--- src/rtl/mc_rdata_pack.sv ---
// Gathers RATIO array read words into one AXI R beat per group; rvalid/rlast are registered one cycle after the closing word.
// Optional: define MC_RPACK_DROP_CNT_EN to add the saturating rpack_drop_cnt output.
`timescale 1ns/1ps
module mc_rdata_pack #(
  parameter int AXI_DATA_WIDTH   = 256,
  parameter int ARRAY_DATA_WIDTH = 64,
  parameter int AXI_LEN_WIDTH    = 8
) (
  input  logic                        clk,
  input  logic                        rst_n,
  input  logic                        mc_en,
  input  logic                        rd_cmd_vld,
  output logic                        rd_cmd_rdy,
  input  logic [AXI_LEN_WIDTH-1:0]    rd_cmd_len,
  input  logic                        array_rdata_vld,
  input  logic [ARRAY_DATA_WIDTH-1:0] array_rdata,
  output logic                        axi_s_rvalid,
  output logic                        axi_s_rlast,
  output logic [AXI_DATA_WIDTH-1:0]   axi_s_rdata,
  output logic                        rpack_busy,
  output logic                        rpack_drop
`ifdef MC_RPACK_DROP_CNT_EN
  ,
  output logic [7:0]                  rpack_drop_cnt
`endif
);

  localparam int RATIO = AXI_DATA_WIDTH / ARRAY_DATA_WIDTH;
  localparam int WCW   = $clog2(RATIO);

  typedef enum logic {IDLE, PACK} state_t;

  state_t                    state, state_nxt;
  logic [WCW-1:0]            word_cnt;
  logic [AXI_LEN_WIDTH-1:0]  beat_cnt, len_q;
  logic [AXI_DATA_WIDTH-1:0] pack_q, pack_nxt;
  logic                      cmd_acc, word_acc, beat_done, last_beat, drop_now;

  always_comb begin
    state_nxt  = state;
    rd_cmd_rdy = 1'b0;
    rpack_busy = 1'b0;
    cmd_acc    = 1'b0;
    word_acc   = 1'b0;
    beat_done  = 1'b0;
    drop_now   = 1'b0;
    last_beat  = (beat_cnt == len_q);
    case (state)
      IDLE: begin
        rd_cmd_rdy = mc_en;
        cmd_acc    = rd_cmd_vld & mc_en;
        drop_now   = array_rdata_vld;
        if (cmd_acc) state_nxt = PACK;
      end
      PACK: begin
        rpack_busy = 1'b1;
        word_acc   = array_rdata_vld;
        beat_done  = array_rdata_vld && (word_cnt == WCW'(RATIO - 1));
        if (beat_done && last_beat) state_nxt = IDLE;
      end
      default: state_nxt = IDLE;
    endcase
  end

  // Merged beat including the word arriving this cycle; feeds both pack and output registers.
  always_comb begin
    pack_nxt = pack_q;
    pack_nxt[word_cnt*ARRAY_DATA_WIDTH +: ARRAY_DATA_WIDTH] = array_rdata;
  end

  always_ff @(posedge clk or negedge rst_n) begin
    if (!rst_n) begin
      state        <= IDLE;
      word_cnt     <= '0;
      beat_cnt     <= '0;
      len_q        <= '0;
      pack_q       <= '0;
      axi_s_rdata  <= '0;
      axi_s_rvalid <= 1'b0;
      axi_s_rlast  <= 1'b0;
      rpack_drop   <= 1'b0;
    end else begin
      state        <= state_nxt;
      axi_s_rvalid <= beat_done;
      axi_s_rlast  <= beat_done & last_beat;
      rpack_drop   <= drop_now;
      if (cmd_acc) begin
        len_q    <= rd_cmd_len;
        beat_cnt <= '0;
        word_cnt <= '0;
      end
      if (word_acc) begin
        pack_q   <= pack_nxt;
        word_cnt <= word_cnt + 1'b1;
      end
      if (beat_done) begin
        axi_s_rdata <= pack_nxt;
        beat_cnt    <= beat_cnt + 1'b1;
      end
    end
  end

`ifdef MC_RPACK_DROP_CNT_EN
  always_ff @(posedge clk or negedge rst_n) begin
    if (!rst_n)
      rpack_drop_cnt <= '0;
    else if (drop_now && rpack_drop_cnt != 8'hFF)
      rpack_drop_cnt <= rpack_drop_cnt + 8'd1;
  end
`endif

endmodule
--- config.mk ---
export PLATFORM = sky130hd
export DESIGN_NAME = mc_rdata_pack
export DESIGN_NICKNAME = d
export VERILOG_FILES = /design/src/rtl/mc_rdata_pack.sv
export SDC_FILE = /design/constraint.sdc
export NUM_CORES = 1
export LEC_CHECK = 0
export BUFFER_PORTS_ARGS = -buffer_cell sky130_fd_sc_hd__buf_2
export CORE_MARGIN = 8
export CORE_UTILIZATION = 40
export DETAILED_ROUTE_END_ITERATION = 7
export SYNTH_ARGS = -nofsm -noshare
export SYNTH_HDL_FRONTEND = slang
export SYNTH_SLANG_ARGS = --single-unit
--- constraint.sdc ---
create_clock -name clk -period 3.1 [get_ports clk]
set_clock_uncertainty 0.2 [all_clocks]
set_input_delay 0.155 -clock clk [delete_from_list [all_inputs] [get_ports clk]]
set_output_delay 0.155 -clock clk [all_outputs]
set_load 0.005 [all_outputs]
Word level (Yosys, flattened, before mapping) --
Index checks and enable logic that the tools add are counted.
Word-level totals: bits in registers 534, input port bits 77, output and inout bits 261, logic and storage cells 37
Cells by class: add/sub/neg operators 3, eq/ne operators 2, shift-type cells 2, mux-type cells 14, bitwise logic cells 3, reductions and logical operators 4
Operator list (number):
- $bwmux 256 | 1
- $shift 64x34->256 const A | 1
- $shiftx 64x34->256 | 1
- $neg 8->34 | 1
- $mux 8 | 2
- $add 8x1->8 const B | 1
- $eq 8x8->1 | 1
- $mux 1 | 8
- $mux 2 | 2
- $reduce_bool 2->1 | 2
- $add 2x1->2 const B | 1
- $and 1x1->1 | 2
- $eq 2x2->1 const B | 1
- $logic_and 1x1->1 | 2
- $pmux 1 s2 | 1
- $not 1->1 | 1

Longest topological paths before layout --
Gate-level depths: netlist of the first run.
depth in word-level cells 5, depth in mapped cells 8, depth with buffers taken out 5

Worst setup path after synthesis of the first run --
OpenSTA, ideal clock, no wires.
kind reg-to-reg, start reg word_cnt[0], end reg pack_q[132], setup time 0.121 ns, data arrival time 2.035 ns, required time 2.779 ns, path slack 0.744 ns, cell stages (with the launch flop) 9, buffers on the path 3, clock period less this slack 2.356 ns, path through dfrtp_1 inv_1 clkbuf_1 ha_1 and4bb_1 and3_1 buf_2 buf_4 a22o_1
Between the ends: word-level cells in the longest chain between the ends 3, elaborated cells on any way between the ends 4, those cells by class add/sub: 1; shift: 2; mux: 1
RTL lines:
- start: declaration | RTL line 34 | logic [WCW-1:0] word_cnt;
- start signal: assignment | RTL line 94 | word_cnt <= word_cnt + 1'b1;
- $neg 8->34 * | RTL line 68 | pack_nxt[word_cnt*ARRAY_DATA_WIDTH +: ARRAY_DATA_WIDTH] = array_rdata;
- $shiftx 64x34->256 or $shift 64x34->256 (tied branches) | RTL line 68
- $bwmux 256 * | RTL line 68
- end signal: assignment | RTL line 93 | pack_q <= pack_nxt;
- end: declaration | RTL line 36 | logic [AXI_DATA_WIDTH-1:0] pack_q, pack_nxt;
Every way passes the cells marked *; elsewhere a longest branch is shown, timed or not. A chain may end at the register's enable or synchronous reset.

Worst setup path after layout of the first run --
start reg word_cnt[0], end reg axi_s_rdata[34]
Between the ends: word-level cells in the longest chain between the ends 3, elaborated cells on any way between the ends 7, those cells by class add/sub: 1; eq/ne: 1; shift: 2; mux: 2; reduce/logical: 1
RTL lines:
- $neg 8->34 or $eq 2x2->1 (tied branches) | RTL line 68, 58
- $shiftx 64x34->256 (tied with other cells) | RTL line 68
- $bwmux 256 or $mux 1 (tied branches) | RTL line 68, 48
- end signal: assignment | RTL line 97 | axi_s_rdata <= pack_nxt;
- end: declaration | RTL line 19 | output logic [AXI_DATA_WIDTH-1:0] axi_s_rdata,
Several ways; a longest one is shown, not always the timed one.

==> flow_summary.json, run 1 <==
{
  "status": "finished with violations",
  "violations": "hold timing",
  "grt_pass1_wl_mm": 112,
  "cts.sink_count": 534,
  "crit_chain": "clkinv_2, ha_1, clkinv_2, buf_12, a221oi_1, nor2_1",
  "p_total_w": 0.0272,
  "crit_top_cell": "clkinv_2",
  "grt_overflow_total": 0,
  "tightest_slew_ns": 0.904,
  "vias": 17400,
  "hold_viol": 2,
  "drt-vias-per-instance": 5.82,
  "portBuffers": 337,
  "cp-endpoint": "axi_s_rdata[34]",
  "maxCapViolCount": 0,
  "synth_warnings": 0,
  "drtIter0Drc": 1417,
  "detailed_place_hpwl_mm": 45.6,
  "synthArstFlopShare": 1.00,
  "dpl_worst_slack_ns": 0.392,
  "grt_start_max_net_pins": 112,
  "root_buffer": "clkbuf_16",
  "syn_area_per_cell_um2": 11.6,
  "gp_congestion": 0.780,
  "ios": 338,
  "final_cell_mix": "dfrtp_1 (534), buf_2 (336), nor2_1 (268)",
  "synth_edf_count": 0,
  "hold_path_class": "in2async",
  "max_slew_margin": 0.397,
  "critPathMaxFanout": 34,
  "drt-total-wl_mm": 72.1,
  "fin_setup_tns_ns": 0,
  "r2r-start": "word_cnt[0]",
  "crit_path_end_kind": "flip-flop",
  "synth_cells": 1913,
  "critPathLaunchType": "flip-flop",
  "grt_usage": 0.223,
  "final_common_cell": "dfrtp_1",
  "cts_tree": "done",
  "critical_path_class": "reg2reg",
  "crit_slowest_cell": "a221oi_1",
  "synth_seq_cells": 534,
  "ys_seq_area_frac": 0.601,
  "htreeDepth": 2,
  "finalCritPeriodShare": 0.869,
  "core_area_mm2": 0.0550,
  "areaGrowthSynthToFinish_pct": 21.4,
  "rows": 86,
  "fp.dieH_um": 252,
  "fin_nets": 2285,
  "clkSlewWorstSetupHoldPaths_ns": 0.06,
  "critPathTopFamily": "buffers and inverters",
  "worstPathRequired_ns": 3.37,
  "clock_latency_ns": 0.61,
  "p_per_area_mw_per_mm2": 1010,
  "fin_crit_ns": 2.70,
  "wire_per_inst_um": 24.1,
  "antenna_found_initial": 1,
  "cts_max_path_buffers": 3,
  "setup_viol": 0,
  "post-route-drc-count": 0,
  "setup_slack_ns": 0.405,
  "rsz0062_at_grt": "no",
  "placedCellCount": 2809,
  "dieWidth_um": 252,
  "syn-cell-area_mm2": 0.0222,
  "start_util": 0.404,
  "fillCellCount": 4934,
  "fmax_ghz": 0.371,
  "ir_drop_mv": 0.470,
  "syn_nets": 1997,
  "die_area_mm2": 0.0634,
  "drive_above_1_share": 0.253,
  "crit_start": "word_cnt[0]",
  "cts_made_buffers": 56,
  "regToRegSetupSlack_ns": 0.40,
  "crit_arrival_ns": 2.97,
  "cp.depth": 6,
  "antenna_left": 0,
  "stdcell_count": 2995,
  "r2r-end": "axi_s_rdata[34]",
  "reg2reg_depth": 6,
  "maxSlewViolCount": 0,
  "p_leak_nw": 12.9,
  "ys_types": 39,
  "fin_hold_ws_ns": -0.00417,
  "grt_pass1_vias": 17800,
  "dr.pass1.iters": 7,
  "crit_buf_inv": 3,
  "cts_setup_buffers": 0,
  "critPathMaxStageDelay_ns": 0.66,
  "synth_ff_type": "dfrtp_1"
}
Yosys cell counts, types with 10 or more instances:
library cell,instances,share of area
nor2_1,268,0.045
a221oi_2,63,0.043
buf_6,18,0.0091
a221oi_1,69,0.027
nand2_1,161,0.027
dfrtp_1,534,0.60
a32oi_1,122,0.048
buf_2,108,0.024
o21ai_0,125,0.028
a22o_1,256,0.10
buf_1,45,0.0076
buf_4,10,0.0034
clkbuf_1,59,0.010
power breakdown:
group          leakage [nW]  switching, W  internal, W
Combinational          4.89       0.00495      0.00358
Sequential             7.09       0.00197      0.00984
Clock                 0.929       0.00285      0.00399
Total                  12.9       0.00976       0.0174
through the flow:
step,instance area (µm²),util
3_3_place_gp,24300,0.442
5_1_grt,27000,0.491
3_5_place_dp,24300,0.442
4_1_cts,27000,0.491
6_report,27000,0.491
2_1_floorplan,22200,-
timing repair:
action,4_1_cts,5_1_grt
hold buffers,82,0
gates resized for setup,0,0
endpoints found under the hold margin,889,0
cell type report:
cell class | instances | area [µm²] | share of cell area
sequential | 534 | 13400 | 0.495
multi-input combinational | 1131 | 7690 | 0.285
timing repair buffer | 470 | 3090 | 0.114
clock buffer | 78 | 1630 | 0.0602
tap | 748 | 936 | 0.0347
clock inverter | 25 | 244 | 0.00904
inverter | 8 | 40.0 | 0.00148
antenna | 1 | 2.50 | 0.0000927
sequential cells by signal, summed over array words and instances, names as in the netlist:
register and cells:
pack_q 256, rpack_drop 1, axi_s_rlast 1, axi_s_rdata 256
state 1, axi_s_rvalid 1, beat_cnt 8, len_q 8
word_cnt 2
routing by layer:
layer / GRT usage / share of wire / vias up
li1: - / - / 7638
met1: 0.311 / 0.43 / 8974
met2: 0.352 / 0.47 / 734
met3: 0.0510 / 0.077 / 92
met4: 0.0569 / 0.021 / 0
met5: 0 / 0 / -
how the worst min path moves through the flow:
| stage | from | to | slack, ns |
|---|---|---|---|
| 6_report | rst_n | axi_s_rdata[58] | -0.004 |
| 5_1_grt | rst_n | axi_s_rdata[58] | 0.05 |
| 4_1_cts | rst_n | axi_s_rdata[58] | 0.01 |
| 3_5_place_dp | rst_n | axi_s_rdata[58] | 0.06 |
| 3_3_place_gp | rst_n | axi_s_rdata[58] | 0.05 |
| 2_1_floorplan | rst_n | axi_s_rdata[0] | -0.34 |
logic make-up (layout without fill, tap and decap cells):
family | count (synthesis) | count (layout) | share of synthesized area
other | 0 | 1 | 0
multiplexers | 5 | 5 | 0.00231
AO/OA/AOI/OAI | 643 | 643 | 0.249
buffers and inverters | 248 | 581 | 0.0557
XOR/XNOR | 8 | 8 | 0.00315
flip-flops | 534 | 534 | 0.601
AND/OR/NAND/NOR | 468 | 468 | 0.0846
adder cells (fa/ha/maj) | 7 | 7 | 0.00394
(Power assumes the default switching activity.)
==> run 2, diff against run 1 <==
--- a/config.mk
+++ b/config.mk
@@ -9,6 +9,7 @@
 export CORE_MARGIN = 8
 export CORE_UTILIZATION = 40
 export DETAILED_ROUTE_END_ITERATION = 7
+export PLACE_DENSITY_LB_ADDON = 0.05
 export SYNTH_ARGS = -nofsm -noshare
 export SYNTH_HDL_FRONTEND = slang
 export SYNTH_SLANG_ARGS = --single-unit
==> constraint.sdc (replaced) <==
create_clock -name clk -period 3.1 [get_ports clk]
set_clock_uncertainty 0.2 [all_clocks]
set_input_delay 0.62 -clock clk [delete_from_list [all_inputs] [get_ports clk]]
set_output_delay 0.62 -clock clk [all_outputs]
set_load 0.005 [all_outputs]
==> run 2 against run 1 <==
  * The flow now finishes without violations
  * Die area is the same
  * Sequential share of layout area grew 1.0 points
  * Highest routed layer unchanged
  * Via count shrank 3.5%
  * Setup slack lost 0.036 ns
  * Register-to-register slack lost 0.04 ns
  * Combinational power shrank 2%
  * Non-clock buffer count shrank 66
  * Cell count shrank 2.2%
  * Clock power grew 3.2%
  * Cell area shrank 2.0%
==> flow_summary.json, run 2 (synthesis gave the netlist of run 1 again) <==
{
  "status": "finished clean",
  "r2r-end": "pack_q[29]",
  "hold_viol": 0,
  "die_area_mm2": 0.0634,
  "regToRegSetupSlack_ns": 0.37,
  "critical_path_class": "reg2reg",
  "portBuffers": 337,
  "rows": 86,
  "r2r-start": "word_cnt[0]",
  "multiInputGateArea_mm2": 0.00769,
  "p_per_area_mw_per_mm2": 1030,
  "crit_path_end_kind": "flip-flop",
  "n_antenna_cell": 0,
  "crit_arrival_ns": 3.07,
  "ios": 338,
  "grt_start_max_net_pins": 150,
  "clkSlewWorstSetupHoldPaths_ns": 0.06,
  "hold_start": "array_rdata_vld",
  "grt_overflow_total": 0,
  "setup_viol": 0,
  "htreeDepth": 2,
  "cts_tree": "done",
  "cts_max_path_buffers": 3,
  "areaGrowthSynthToFinish_pct": 19.0,
  "drt-vias-per-instance": 5.74,
  "final_common_cell": "dfrtp_1",
  "detailed_place_hpwl_mm": 47.1,
  "fin_crit_ns": 2.73,
  "fin_nets": 2221,
  "drtIter0Drc": 1208,
  "root_buffer": "clkbuf_16",
  "largestRegisters": "axi_s_rdata x256, pack_q x256",
  "reg2reg_depth": 6,
  "switchingPower_w": 0.00963,
  "tightest_slew_ns": 1.04,
  "maxSlewViolCount": 0,
  "drt-total-wl_mm": 72.8,
  "antenna_found_initial": 0,
  "final_cell_mix": "dfrtp_1 (534), buf_2 (336), nor2_1 (268)",
  "worstPathRequired_ns": 3.44,
  "dr.pass1.iters": 5,
  "cts.sink_count": 534,
  "critPathMaxFanout": 31,
  "grt_pass1_vias": 17100,
  "clock_latency_ns": 0.61,
  "gp_congestion": 0.784,
  "fin_setup_tns_ns": 0,
  "ir_drop_mv": 0.518,
  "clockPowerShare": 0.260,
  "fp.dieH_um": 252,
  "max_slew_margin": 0.309,
  "p_seq_frac": 0.430,
  "post-route-drc-count": 0,
  "cts_made_buffers": 58,
  "intPower_w": 0.0175,
  "grt_usage": 0.224,
  "start_util": 0.404,
  "ctsHoldBuffers": 9,
  "antenna_left": 0,
  "drive_above_1_share": 0.260,
  "comb_power_share": 0.310,
  "hold-path-cell-count": 2,
  "vias": 16800,
  "seq_area_mm2": 0.0134,
  "hold_path_class": "in2reg",
  "whs_endpoint": "rpack_drop",
  "finalCritPeriodShare": 0.881,
  "wire_per_inst_um": 24.9,
  "dieWidth_um": 252,
  "switching_share": 0.355,
  "post_cts_resize_count": 0,
  "p_leak_nw": 12.7,
  "cts_setup_buffers": 0,
  "fillCellCount": 5006,
  "fmax_ghz": 0.366,
  "core_area_mm2": 0.0550,
  "rsz0062_at_grt": "no",
  "grt_pass1_wl_mm": 111,
  "critPathLaunchType": "flip-flop",
  "maxCapViolCount": 0,
  "final_util": 0.481
}
==> run 2: changes by cell type in the layout (fill, tap and decap cells not counted), moves of 3 or more <==
cell	delta
inv_6	-3
dlygate4sd3_1	-73
clkinv_2	-8
clkbuf_8	+4
buf_12	+6
clkbuf_16	+4
clkbuf_1	+7
==> run 2: worst max path at each step <==
stage | depth (start not counted) | end | start | slack [ns]
CTS | 6 | pack_q[29] | word_cnt[0] | 0.35
floorplan | 8 | pack_q[132] | word_cnt[0] | 0.74
finish | 6 | pack_q[29] | word_cnt[0] | 0.37
global route | 6 | axi_s_rdata[100] | word_cnt[0] | 0.24
detailed placement | 6 | pack_q[21] | word_cnt[0] | 0.39
global placement | 6 | pack_q[36] | word_cnt[0] | 0.46
==> run 2: routing by layer <==
| layer | vias to the layer above | track usage | wire length, µm |
|---|---|---|---|
| li1 | 7522 | - | - |
| met1 | 8675 | 0.312 | 32400 |
| met2 | 540 | 0.358 | 34600 |
| met3 | 89 | 0.0476 | 4540 |
| met4 | 0 | 0.0497 | 1380 |
| met5 | - | 0 | 0 |
==> run 2: layout make-up <==
| cell class | count | share of cell area |
|---|---|---|
| clock inverters | 12 | 0.00520 |
| well taps | 748 | 0.0354 |
| inverters | 8 | 0.00156 |
| multi-input cells | 1131 | 0.291 |
| repair buffers | 404 | 0.0939 |
| flip-flops and latches | 534 | 0.505 |
| clock buffers | 93 | 0.0683 |
==> run 2: power groups by stage <==
stage | Clock, W | Combinational, W | Sequential [W]
after floorplan | 0 | 0.00489 | 0.0113
after global placement | 0 | 0.00838 | 0.0117
after detailed placement | 0 | 0.00855 | 0.0117
after global routing | 0.00749 | 0.00930 | 0.0120
after CTS | 0.00722 | 0.00855 | 0.0117
final | 0.00706 | 0.00840 | 0.0117
==> run 2: stage by stage <==
stage          worst slack (ns)  area (µm²)  power (W)  hold WS (ns)  cells
3_5_place_dp              0.387       24400     0.0203         0.266   2816
3_3_place_gp              0.462       24400     0.0201         0.261   2816
6_report                  0.368       26500     0.0271         0.146   2930
5_1_grt                   0.242       26500     0.0288         0.113   2930
2_1_floorplan             0.744       22200     0.0161         0.124   1913
4_1_cts                   0.347       26500     0.0274         0.110   2930
==> run 2: critical path, cell delays in order, from the launching register on <==
cell and delay, ns:
dfrtp_1 0.53, clkinv_2 0.15, ha_1 0.38, and4bb_4 0.54, and2_4 0.21, buf_4 0.38
a22o_1 0.23
